===== config.mk =====
export PLATFORM = sky130hd
export DESIGN_NAME = mbgd_apb_master
export DESIGN_NICKNAME = d
export VERILOG_FILES = /design/src/rtl/mbgd_apb_master.sv
export SDC_FILE = /design/constraint.sdc
export NUM_CORES = 1
export LEC_CHECK = 0
export ABC_AREA = 1
export CAP_MARGIN = 20
export CELL_PAD_IN_SITES_DETAIL_PLACEMENT = 2
export CELL_PAD_IN_SITES_GLOBAL_PLACEMENT = 2
export CORE_UTILIZATION = 32
export CTS_CLUSTER_SIZE = 10
export DETAILED_ROUTE_END_ITERATION = 12
export HOLD_SLACK_MARGIN = 0.1
export PLACE_DENSITY = 0.73
export SETUP_SLACK_MARGIN = 0.1
export SLEW_MARGIN = 20
export SYNTH_ARGS = -nofsm -noshare
export SYNTH_HDL_FRONTEND = slang
export SYNTH_SLANG_ARGS = --single-unit

===== constraint.sdc =====
create_clock -name apb_pclk -period 2.54 [get_ports apb_pclk]
set_input_delay 0.381 -clock apb_pclk [delete_from_list [all_inputs] [get_ports apb_pclk]]
set_output_delay 0.381 -clock apb_pclk [all_outputs]
set_load 0.02 [all_outputs]

===== src/rtl/mbgd_apb_master.sv =====
// rtl/mbgd_apb_master.sv - command-queued APB master driving the MBGD_top register port
module mbgd_apb_master #(
  parameter int ADDR_W     = 8,
  parameter int DATA_W     = 8,
  parameter int FIFO_DEPTH = 4,
  parameter int TIMEOUT    = 16
) (
  input  logic              apb_pclk,
  input  logic              resetn,
  input  logic              cmd_valid,
  output logic              cmd_ready,
  input  logic              cmd_write,
  input  logic [ADDR_W-1:0] cmd_addr,
  input  logic [DATA_W-1:0] cmd_wdata,
  output logic              rsp_valid,
  output logic              rsp_write,
  output logic [DATA_W-1:0] rsp_rdata,
  output logic              rsp_err,
  output logic              apb_psel,
  output logic              apb_penable,
  output logic              apb_pwrite,
  output logic [ADDR_W-1:0] apb_paddress,
  output logic [DATA_W-1:0] apb_pwdata,
  input  logic [DATA_W-1:0] apb_prdata,
  input  logic              apb_pready,
  output logic              busy,
  output logic [1:0]        state
);

  localparam int PTR_W = $clog2(FIFO_DEPTH);
  localparam int CNT_W = $clog2(FIFO_DEPTH + 1);
  localparam int TMO_W = $clog2(TIMEOUT + 1);
  localparam int ENT_W = 1 + ADDR_W + DATA_W;

  typedef enum logic [1:0] {
    ST_IDLE   = 2'd0,
    ST_SETUP  = 2'd1,
    ST_ACCESS = 2'd2
  } state_e;

  // command storage: {write, addr, wdata}
  logic [ENT_W-1:0]  fifo_mem [FIFO_DEPTH];
  logic [PTR_W-1:0]  wr_ptr_q, wr_ptr_d;
  logic [PTR_W-1:0]  rd_ptr_q, rd_ptr_d;
  logic [CNT_W-1:0]  count_q, count_d;
  logic              fifo_full, fifo_empty;
  logic              push, pop;
  logic              timeout_hit, access_done;
  logic              head_write;
  logic [ADDR_W-1:0] head_addr;
  logic [DATA_W-1:0] head_wdata;

  state_e            state_q;
  logic [TMO_W-1:0]  tmo_q;
  logic              psel_q, penable_q, pwrite_q;
  logic [ADDR_W-1:0] paddr_q;
  logic [DATA_W-1:0] pwdata_q;
  logic              rsp_valid_q, rsp_write_q, rsp_err_q;
  logic [DATA_W-1:0] rsp_rdata_q;

  assign fifo_full  = (count_q == CNT_W'(FIFO_DEPTH));
  assign fifo_empty = (count_q == '0);
  assign cmd_ready  = !fifo_full;
  assign {head_write, head_addr, head_wdata} = fifo_mem[rd_ptr_q];

  // The abort fires on the edge that would make the wait count reach TIMEOUT;
  // a late pready on that same edge still counts as a normal completion.
  assign timeout_hit = !apb_pready && (tmo_q == TMO_W'(TIMEOUT - 1));
  assign access_done = (state_q == ST_ACCESS) && (apb_pready || timeout_hit);

  // FIFO push/pop decode; push is gated by full only, never by a same-edge pop
  always_comb begin
    push     = cmd_valid && !fifo_full;
    pop      = !fifo_empty && ((state_q == ST_IDLE) || access_done);
    wr_ptr_d = push ? wr_ptr_q + PTR_W'(1) : wr_ptr_q;
    rd_ptr_d = pop  ? rd_ptr_q + PTR_W'(1) : rd_ptr_q;
    count_d  = count_q + CNT_W'(push) - CNT_W'(pop);
  end

  // FIFO pointers and occupancy
  always_ff @(posedge apb_pclk or negedge resetn) begin
    if (!resetn) begin
      wr_ptr_q <= '0;
      rd_ptr_q <= '0;
      count_q  <= '0;
    end else begin
      wr_ptr_q <= wr_ptr_d;
      rd_ptr_q <= rd_ptr_d;
      count_q  <= count_d;
    end
  end

  // FIFO payload storage; contents are don't-care until written
  always_ff @(posedge apb_pclk) begin
    if (push) begin
      fifo_mem[wr_ptr_q] <= {cmd_write, cmd_addr, cmd_wdata};
    end
  end

  // APB transfer sequencer with registered bus and response outputs
  always_ff @(posedge apb_pclk or negedge resetn) begin
    if (!resetn) begin
      state_q     <= ST_IDLE;
      tmo_q       <= '0;
      psel_q      <= 1'b0;
      penable_q   <= 1'b0;
      pwrite_q    <= 1'b0;
      paddr_q     <= '0;
      pwdata_q    <= '0;
      rsp_valid_q <= 1'b0;
      rsp_write_q <= 1'b0;
      rsp_err_q   <= 1'b0;
      rsp_rdata_q <= '0;
    end else begin
      rsp_valid_q <= 1'b0;
      case (state_q)
        ST_IDLE: begin
          if (!fifo_empty) begin
            state_q   <= ST_SETUP;
            psel_q    <= 1'b1;
            penable_q <= 1'b0;
            pwrite_q  <= head_write;
            paddr_q   <= head_addr;
            pwdata_q  <= head_wdata;
          end
        end
        ST_SETUP: begin
          state_q   <= ST_ACCESS;
          penable_q <= 1'b1;
          tmo_q     <= '0;
        end
        ST_ACCESS: begin
          if (access_done) begin
            rsp_valid_q <= 1'b1;
            rsp_write_q <= pwrite_q;
            rsp_err_q   <= !apb_pready;
            rsp_rdata_q <= (apb_pready && !pwrite_q) ? apb_prdata : '0;
            tmo_q       <= '0;
            penable_q   <= 1'b0;
            if (!fifo_empty) begin
              state_q  <= ST_SETUP;
              pwrite_q <= head_write;
              paddr_q  <= head_addr;
              pwdata_q <= head_wdata;
            end else begin
              state_q <= ST_IDLE;
              psel_q  <= 1'b0;
            end
          end else begin
            tmo_q <= tmo_q + TMO_W'(1);
          end
        end
        default: begin
          state_q   <= ST_IDLE;
          psel_q    <= 1'b0;
          penable_q <= 1'b0;
        end
      endcase
    end
  end

  assign apb_psel     = psel_q;
  assign apb_penable  = penable_q;
  assign apb_pwrite   = pwrite_q;
  assign apb_paddress = paddr_q;
  assign apb_pwdata   = pwdata_q;
  assign rsp_valid    = rsp_valid_q;
  assign rsp_write    = rsp_write_q;
  assign rsp_err      = rsp_err_q;
  assign rsp_rdata    = rsp_rdata_q;
  assign state        = state_q;
  assign busy         = !fifo_empty || (state_q != ST_IDLE);

endmodule


==> run metrics <==
status completed; CTS tree done; synth top area cells edfxtp_1 (45%), dfrtp_1 (23%), nand2_1 (9.0%); Ant. Diodes 0; fin. max-slew vios 0; I/O pin count 63; Final setup viols 0; CTS Buf Count 9; register area 0.00312 mm²; Critical Path Start Type flip-flop; total global routing overflow 0; minimum hold slack 0.445 ns; share of layout cells above drive strength 1 8.25%; critical path's most frequent cell inv_1; fin cells 677; DRC Markers 0; total negative slack 0 ns; Hold Violations, Final 0; area leader, netlist edfxtp_1; initial drt markers 129; slowest stage delay, CP 0.48 ns; Main synth FF type edfxtp_1; Slew @ Worst Pin 0.558 ns; worst min-delay path class input pin to asynchronous set/reset pin; vias in the first global route 3502; Placer Congestion 0.724; worst path cell trace ha_2 > and3_4 > ha_4 > o21ai_4 > a21oi_4 > ha_1 > inv_1 > ha_1 > inv_1 > fa_1 > inv_1; Core Area 0.0139 mm²; RSZ-0062 raised after global routing no; slowest CP cell fa_1; detailed-route wire length per cell 17.0 µm; clk sinks 111; Synth cell types 29; CTS clock-pin slew for the worst setup and hold paths 0.07 ns; Via density 4.70; die area 0.0148 mm²; Seq cells post-synth 111; Avg Cell Area, Syn 10.8 µm²; count leader, synth nand2_1; max_slew headroom 62.7%; Die Y 122 µm; Mapped Area 0.00458 mm²; starting density of the core 32.9%; sequential fraction of the synthesis area 68.0%; Worst Path Required 2.78 ns; maximum vdd drop 0.361 mV; Mapped Nets 465; antenna viol nets, final 0; Leak Pwr 0.00238 µW; GRT Total Usage 17.2%; crit path kind flip-flop to flip-flop; Fill cells 1472; Arrival @ worst endpoint 2.56 ns; asr flop ratio synth 38.7%; CTS H-Tree Depth 3; Worst setup EP type flip-flop; largest net degree at the start of global routing 36; CTS Buffer Depth 2; YS warnings 0; R2R setup slack 0.22 ns; number of max-cap violations 0; CTS root buf clkbuf_16; Vias 3180; Tcrit/Tclk final 91.3%; Max FO, Critical Path 3; reg2reg start tmo_q[0]$_DFFE_PN0P_; Post-Place Cells 657; first-pass GRT wire length 18.8 mm; Final Routed Wirelength 11.5 mm; Worst R2R Path Depth 11; PortBufs 62; initial antenna violation count 0; Final Skew 0.00797 ns; footprint of the multi-input gates 0.00131 mm²; num rows 43; Top delay family on crit path adder cells; reg-to-reg critical path endpoint count_q[1]$_DFF_PN0_; Layout area overhead 25.3%; Die X-Extent 122 µm; Crit path depth 11; Worst Path Buf+Inv 3; Tmin final 2.32 ns; post-synth top area share 44.6%; post-layout util 41.2%; Pwr Density 1260 mW/mm²; post-DP HPWL 7.54 mm; Final nets 534; most common library cells after synthesis nand2_1 (110), nor2_1 (79), edfxtp_1 (68); Pre-Repair DR Iteration Count 6; EDFF count, synth 68; clk_lat worst skew 0.35 ns; fmax 431 MHz; Post-Syn Instances 423
-- kinds of logic (layout without fill, tap and decap cells) --
group,after synthesis,after routing,share of synthesized area [%]
adders and majority gates,13,13,3.71
buffers and inverters,43,117,4.34
DFF,111,111,68.0
xor gates and xnor gates,5,5,0.956
AOI/OAI and AO/OA,51,51,5.73
and+or+nand+nor,199,199,17.0
muxes,1,1,0.218
-- metal layers --
layer  up-vias  track usage [%]  wire length (µm)
met1      1614             21.0              5120
li1       1513                -                 -
met2        44             30.3              5990
met3         9             2.57               268
met4         0             6.71               168
met5         -                0                 0
-- report_power, final --
part / total (µW) / switching, µW / internal, µW
sequential: 2780 / 293 / 2480
clock: 1370 / 651 / 717
combinational: 3090 / 1940 / 1150
-- worst register-to-register path, stage by stage, from the launching register on --
cell and delay (ns):
dfrtp_1 0.39, ha_2 0.20, and3_4 0.19, ha_4 0.16
o21ai_4 0.17, a21oi_4 0.09, ha_1 0.27, inv_1 0.06
ha_1 0.13, inv_1 0.05, fa_1 0.48, inv_1 0.04
-- cell usage in the layout (no fill, tap or decap), types with 2 or more instances in the layout --
cell,count
buf_4,11
clkbuf_16,9
clkbuf_8,2
clkdlybuf4s50_1,61
clkinv_2,2
dfrtp_1,43
edfxtp_1,68
ha_1,10
inv_1,23
inv_2,4
nand2_1,110
nand2_2,3
nand3_1,2
nor2_1,79
o21ai_0,43
o21ai_1,3
xnor2_1,2
xor2_1,3
-- through the flow --
stage               setup slack (ns)  instance area (µm²)  power (µW)
floorplan                      0.126                 4580        4670
CTS                            0.101                 5690        7340
finish                         0.221                 5740        7240
global route                   0.100                 5740        7810
global placement               0.125                 5390        5720
detailed placement            0.0387                 5390        5900
-- registers in the layout, summed over array words and instances (netlist names) --
signal and count:
rd_ptr_q 2, tmo_q 5, count_q 3, apb_paddress 8
rsp_write 1, rsp_err 1, fifo_mem 68, rsp_valid 1
apb_psel 1, rsp_rdata 8, wr_ptr_q 2, apb_pwrite 1
apb_pwdata 8, state 2
-- final cells by class --
cell class / instances / share of cell area (%)
Clock buffer: 11 / 4.40
Timing Repair Buffer: 74 / 12.3
Sequential cell: 111 / 54.3
Inverter: 27 / 1.77
Tap cell: 180 / 3.92
Clock inverter: 5 / 0.523
Multi-Input combinational cell: 269 / 22.7
-- worst max-delay path by stage --
stage                         start                   end  slack (ns)
6_report       tmo_q[0]$_DFFE_PN0P_  count_q[1]$_DFF_PN0_        0.22
5_1_grt        tmo_q[1]$_DFFE_PN0P_  count_q[2]$_DFF_PN0_        0.10
4_1_cts        tmo_q[1]$_DFFE_PN0P_  count_q[1]$_DFF_PN0_        0.10
3_5_place_dp   tmo_q[0]$_DFFE_PN0P_  count_q[1]$_DFF_PN0_        0.04
3_3_place_gp   tmo_q[0]$_DFFE_PN0P_  count_q[2]$_DFF_PN0_        0.12
2_1_floorplan  tmo_q[0]$_DFFE_PN0P_  count_q[2]$_DFF_PN0_        0.13
-- what timing repair did --
| action | 4_1_cts | 5_1_grt |
|---|---|---|
| setup endpoints to repair | 2 | 2 |
| resized for setup | 1 | 6 |
| pin swaps | 1 | 3 |
| endpoints found under the hold margin | 12 | 0 |
| hold buffers | 1 | 0 |
| buffers inserted | 1 | 2 |
No activity file was read; power rests on OpenSTA's default activity.
